## src/rtl/instruction_assembler.sv

```systemverilog
// instruction_assembler: assembles a byte-serial stream into an IR_BYTES-wide instruction via a staging register.
// Define IR_PREFETCH_EN to allow a new fill while the current instruction is still unconsumed.
module instruction_assembler #(
  parameter int BYTE_W    = 8,
  parameter int IR_BYTES  = 2,
  parameter int MSB_FIRST = 1
) (
  input  logic                             clk,
  input  logic                             rst,
  input  logic                             fetch_start,
  input  logic                             fetch_abort,
  input  logic [BYTE_W-1:0]                byte_in,
  input  logic                             byte_valid,
  output logic                             byte_ready,
  input  logic                             wr_en,
  input  logic [$clog2(IR_BYTES)-1:0]      wr_idx,
  input  logic [BYTE_W-1:0]                wr_data,
  input  logic                             ir_consume,
  output logic [IR_BYTES*BYTE_W-1:0]       ir_out,
  output logic                             ir_valid,
  output logic                             busy,
  output logic [$clog2(IR_BYTES+1)-1:0]    byte_cnt
);

  localparam int IR_W  = IR_BYTES * BYTE_W;
  localparam int CNT_W = $clog2(IR_BYTES + 1);
  localparam logic [CNT_W-1:0] LAST_CNT = CNT_W'(IR_BYTES - 1);

`ifdef IR_PREFETCH_EN
  localparam bit PREFETCH = 1'b1;
`else
  localparam bit PREFETCH = 1'b0;
`endif

  typedef enum logic [1:0] {IDLE, FILL, FULL} state_e;

  state_e           state_q, state_d;
  logic [CNT_W-1:0] cnt_q, cnt_d;
  logic [IR_W-1:0]  stg_q, stg_d;
  logic [IR_W-1:0]  ir_q, ir_d;
  logic             vld_q, vld_d;
  int               lane;

  always_ff @(posedge clk) begin
    if (rst) begin
      state_q <= IDLE;
      cnt_q   <= '0;
      stg_q   <= '0;
      ir_q    <= '0;
      vld_q   <= 1'b0;
    end else begin
      state_q <= state_d;
      cnt_q   <= cnt_d;
      stg_q   <= stg_d;
      ir_q    <= ir_d;
      vld_q   <= vld_d;
    end
  end

  always_comb begin
    state_d = state_q;
    cnt_d   = cnt_q;
    stg_d   = stg_q;
    ir_d    = ir_q;
    vld_d   = vld_q;
    lane    = (MSB_FIRST != 0) ? (IR_BYTES - 1 - int'(cnt_q)) : int'(cnt_q);

    if (vld_q && ir_consume)
      vld_d = 1'b0;
    if (wr_en && (int'(wr_idx) < IR_BYTES))
      ir_d[int'(wr_idx)*BYTE_W +: BYTE_W] = wr_data;

    if (fetch_abort) begin
      if (state_q != IDLE) begin
        state_d = IDLE;
        cnt_d   = '0;
        stg_d   = '0;
      end
    end else begin
      unique case (state_q)
        IDLE: begin
          if (fetch_start && (!vld_q || PREFETCH)) begin
            state_d = FILL;
            cnt_d   = '0;
          end
        end
        FILL: begin
          if (byte_valid) begin
            stg_d[lane*BYTE_W +: BYTE_W] = byte_in;
            cnt_d = cnt_q + 1'b1;
            if (cnt_q == LAST_CNT)
              state_d = FULL;
          end
        end
        FULL: begin
          // Transfer overrides both the consume-clear and any direct write above.
          if (!vld_q || ir_consume) begin
            ir_d    = stg_q;
            vld_d   = 1'b1;
            state_d = IDLE;
            cnt_d   = '0;
          end
        end
        default: state_d = IDLE;
      endcase
    end
  end

  assign byte_ready = (state_q == FILL);
  assign busy       = (state_q != IDLE);
  assign ir_out     = ir_q;
  assign ir_valid   = vld_q;
  assign byte_cnt   = cnt_q;

endmodule

```

## config.mk

```make
export PLATFORM = sky130hd
export DESIGN_NAME = instruction_assembler
export DESIGN_NICKNAME = d
export VERILOG_FILES = /design/src/rtl/instruction_assembler.sv
export SDC_FILE = /design/constraint.sdc
export NUM_CORES = 1
export LEC_CHECK = 0
export BUFFER_PORTS_ARGS = -buffer_cell sky130_fd_sc_hd__buf_2
export CORE_MARGIN = 1.5
export CORE_UTILIZATION = 45
export CTS_CLUSTER_DIAMETER = 120
export DETAILED_ROUTE_END_ITERATION = 16
export HOLD_SLACK_MARGIN = 0.03
export PLACE_DENSITY = 0.69
export SYNTH_ARGS = -nofsm -noshare
export SYNTH_HDL_FRONTEND = slang
export SYNTH_SLANG_ARGS = --single-unit
export TNS_END_PERCENT = 50
```

## constraint.sdc

```tcl
create_clock -name clk -period 1.98 [get_ports clk]
set_clock_uncertainty 0.1 [all_clocks]
set_input_delay 0.198 -clock clk [delete_from_list [all_inputs] [get_ports clk]]
set_output_delay 0.198 -clock clk [all_outputs]
set_load 0.05 [all_outputs]
```

==> reports/metrics.yaml <==
power_and_ir_drop:
  p_leak_nw: 0.978
  comb_power_share: 0.145
  power.internal_mw: 1.12
  clockPowerShare: 0.347
  switchingPower_mw: 0.410
  seqPwrFrac: 0.509
  peakVddDrop_mv: 0.467
  p_per_area_mw_per_mm2: 725
  p_sw_frac: 0.269
global_route:
  grt_pass1_wl_um: 5990
  grt_max_degree: 33
  antenna_found_initial: 0
  grt_use_total: 0.183
  grt-ovfl-total: 0
  grt_pass1_vias: 1343
setup_path:
  critPathKind: "flip-flop to flip-flop"
  path_cells: "inv_1 > ha_1 > nor4b_2 > buf_4 > and2_1 > mux2i_1 > nor2_1"
  ff2ff_setup_slack_ns: 0.27
  r2r_start: "byte_cnt[0]"
  rr_worst_depth: 7
  r2r-end: "stg_q[14]"
  critPathSlowestCell: "dfxtp_1"
  max_stage_delay_ns: 0.42
  worst_ep_required_time_ns: 2.10
  endpoint_kind: "flip-flop"
  start_kind: "flip-flop"
  cp_max_fo: 8
  crit_arrival_ns: 1.83
detailed_routing:
  vias: 1468
  drcViolationCount: 0
  drtAntennaViolNets: 0
  wl_um: 3750
  drt_iter0_drc: 63
  wl_per_cell_um: 13.3
  vias_per_cell: 5.21
  firstDrtPassIters: 4
placement:
  dp.cells: 275
  dp_hpwl_um: 2730
  dp_slack_ns: 0.289
  port_buffers: 44
  finalWeightedCongestion: 0.785
yosys:
  synth-compound-area-share: 0.0994
  netlist_area_mm2: 0.00180
  syn-num-nets: 219
  synthArstFlopShare: 0
  synth_common_cells: "37 x dfxtp_1, 35 x nor2_1, 26 x mux2i_1, 16 x and2_1"
  synth_top_family_by_area: "simple AND/OR/NAND/NOR gates"
  yosys.area_share.xor_xnor: 0
  yosysMostFrequentCell: "dfxtp_1"
  synth_top_area_frac: 0.412
  yosysTopAreaCell: "dfxtp_1"
  synthTopCellsByArea: "dfxtp_1 41%, mux2i_1 14%, nor2_1 7.3%"
  synth_cell_types: 31
  syn_inst: 193
  synthAdderAreaFrac: 0.0139
  synth-seq-cells: 37
  syn_area_per_cell_um2: 9.32
  ys_seq_area_frac: 0.412
  ys_warn_count: 0
  ys.flop_type: "dfxtp_1"
  synth-simple-area-share: 0.268
  synth_mux_area_frac: 0.157
  synth_edf_count: 0
sta:
  setup_tns_ns: 0
  slew_headroom: 0.671
  timing.fmax_mhz: 586
  fin_crit_ns: 1.71
  rsz0062_at_grt: "no"
  fin_ws_ns: 0.275
  tightest_slew_ns: 0.493
  finalSetupViolCount: 0
  hold_viol_final: 0
  slew_violations: 0
  hold_ws_ns: 0.0924
  min_period_over_period: 0.861
clock_tree:
  clk_pin_slew_ns: 0.07
  max-clock-path-buffers: 2
  post_cts_buffers: 0
  clkSinkCount: 37
  cts_buffers: 5
  htreeDepth: 2
  insertion_delay_ns: 0.29
  cts_tree: "done"
  hold_buffers: 0
  ctsRootBufferMaster: "clkbuf_8"
  cts_resized: 0
worst_hold_path:
  holdPathEnd: "ir_out[11]"
  hp-class: "input port to flip-flop"
  hold_start: "wr_data[3]"
  whs_path_depth: 3
floorplanning:
  rows: 22
  die_h_um: 66.2
  die_w_um: 66.2
  initial_core_util: 0.481
  dieArea_mm2: 0.00439
  core_area_mm2: 0.00374
  io_pins: 45
finish:
  fin_nets: 260
  final_util: 0.563
  fillers: 400
  drive_gt1_frac: 0.256
  synthToLayoutAreaGrowth_pct: 17.0
  antenna_cells: 0
  finalNonFillerCells: 282
flow_run:
  cap_violations: 0
status:
  status: "finished, final reports clean"
[worst max path at each step]
stage	from	endpoint	slack (ns)	cells past startpoint
floorplan	byte_cnt[0]	stg_q[10]	0.002	6
global placement	byte_cnt[0]	stg_q[8]	0.35	7
detailed placement	byte_cnt[0]	stg_q[8]	0.29	7
CTS	byte_cnt[0]	stg_q[14]	0.28	7
global route	byte_cnt[0]	stg_q[8]	0.1	7
finish	byte_cnt[0]	stg_q[14]	0.27	7
[critical path: cells and delay by family (launching register included)]
| kind | cells | cell delay, ns |
|---|---|---|
| simple gates | 3 | 0.46 |
| fa+ha+maj | 1 | 0.33 |
| mux | 1 | 0.07 |
| buf+inv | 2 | 0.27 |
| flops | 1 | 0.42 |
[layout by cell type, fill, tap and decap left out, types with 3 or more instances in the layout]
cell,synthesis,routed
buf_2,3,44
dfxtp_1,37,37
nor2_1,35,35
mux2i_1,26,26
and2_1,16,16
nand2_1,10,10
nand3_1,10,10
a211oi_1,8,8
a311oi_1,8,8
clkbuf_8,0,6
a21oi_1,5,5
nand2b_1,4,4
buf_4,4,3
[cell type report]
type                       count  area [um^2]  share of cell area
multi-input combinational    141          968               0.460
inverter                       2         7.51             0.00357
timing repair buffer          47          243               0.115
sequential                    37          741               0.352
clock buffer                   7         86.3              0.0410
tap                           48         60.1              0.0285
[state kept, by name, summed over array words and instances (netlist names)]
signal and cells:
stg_q 16, ir_valid 1, byte_cnt 2, state_q 2, ir_out 16
[kinds of logic after synthesis]
| kind of cell | Yosys count |
|---|---|
| and+or+nand+nor | 88 |
| buffers and inverters | 15 |
| adders and majority gates | 2 |
| DFF | 37 |
| muxes | 27 |
| AOI/OAI and AO/OA | 24 |
[metrics by stage]
step                total power, mW  area, um^2
global placement               1.01        2020
finish                         1.53        2110
global route                   1.60        2110
floorplan                     0.955        1800
CTS                            1.55        2110
detailed placement             1.02        2020
[metal layers]
layer / global-route usage / vias up / routed length (um)
li1: - / 756 / -
met1: 0.223 / 677 / 1770
met2: 0.303 / 30 / 1780
met3: 0.0613 / 5 / 163
met4: 0.0612 / 0 / 40
met5: 0 / - / 0
[power by group through the flow]
| stage | sequential [mW] | combinational, mW | clock, mW |
|---|---|---|---|
| floorplan | 0.844 | 0.111 | 0 |
| global placement | 0.793 | 0.221 | 0 |
| detailed placement | 0.793 | 0.222 | 0 |
| CTS | 0.776 | 0.223 | 0.552 |
| global route | 0.778 | 0.238 | 0.581 |
| finish | 0.776 | 0.221 | 0.529 |
No activity file was read; power rests on OpenSTA's default activity.
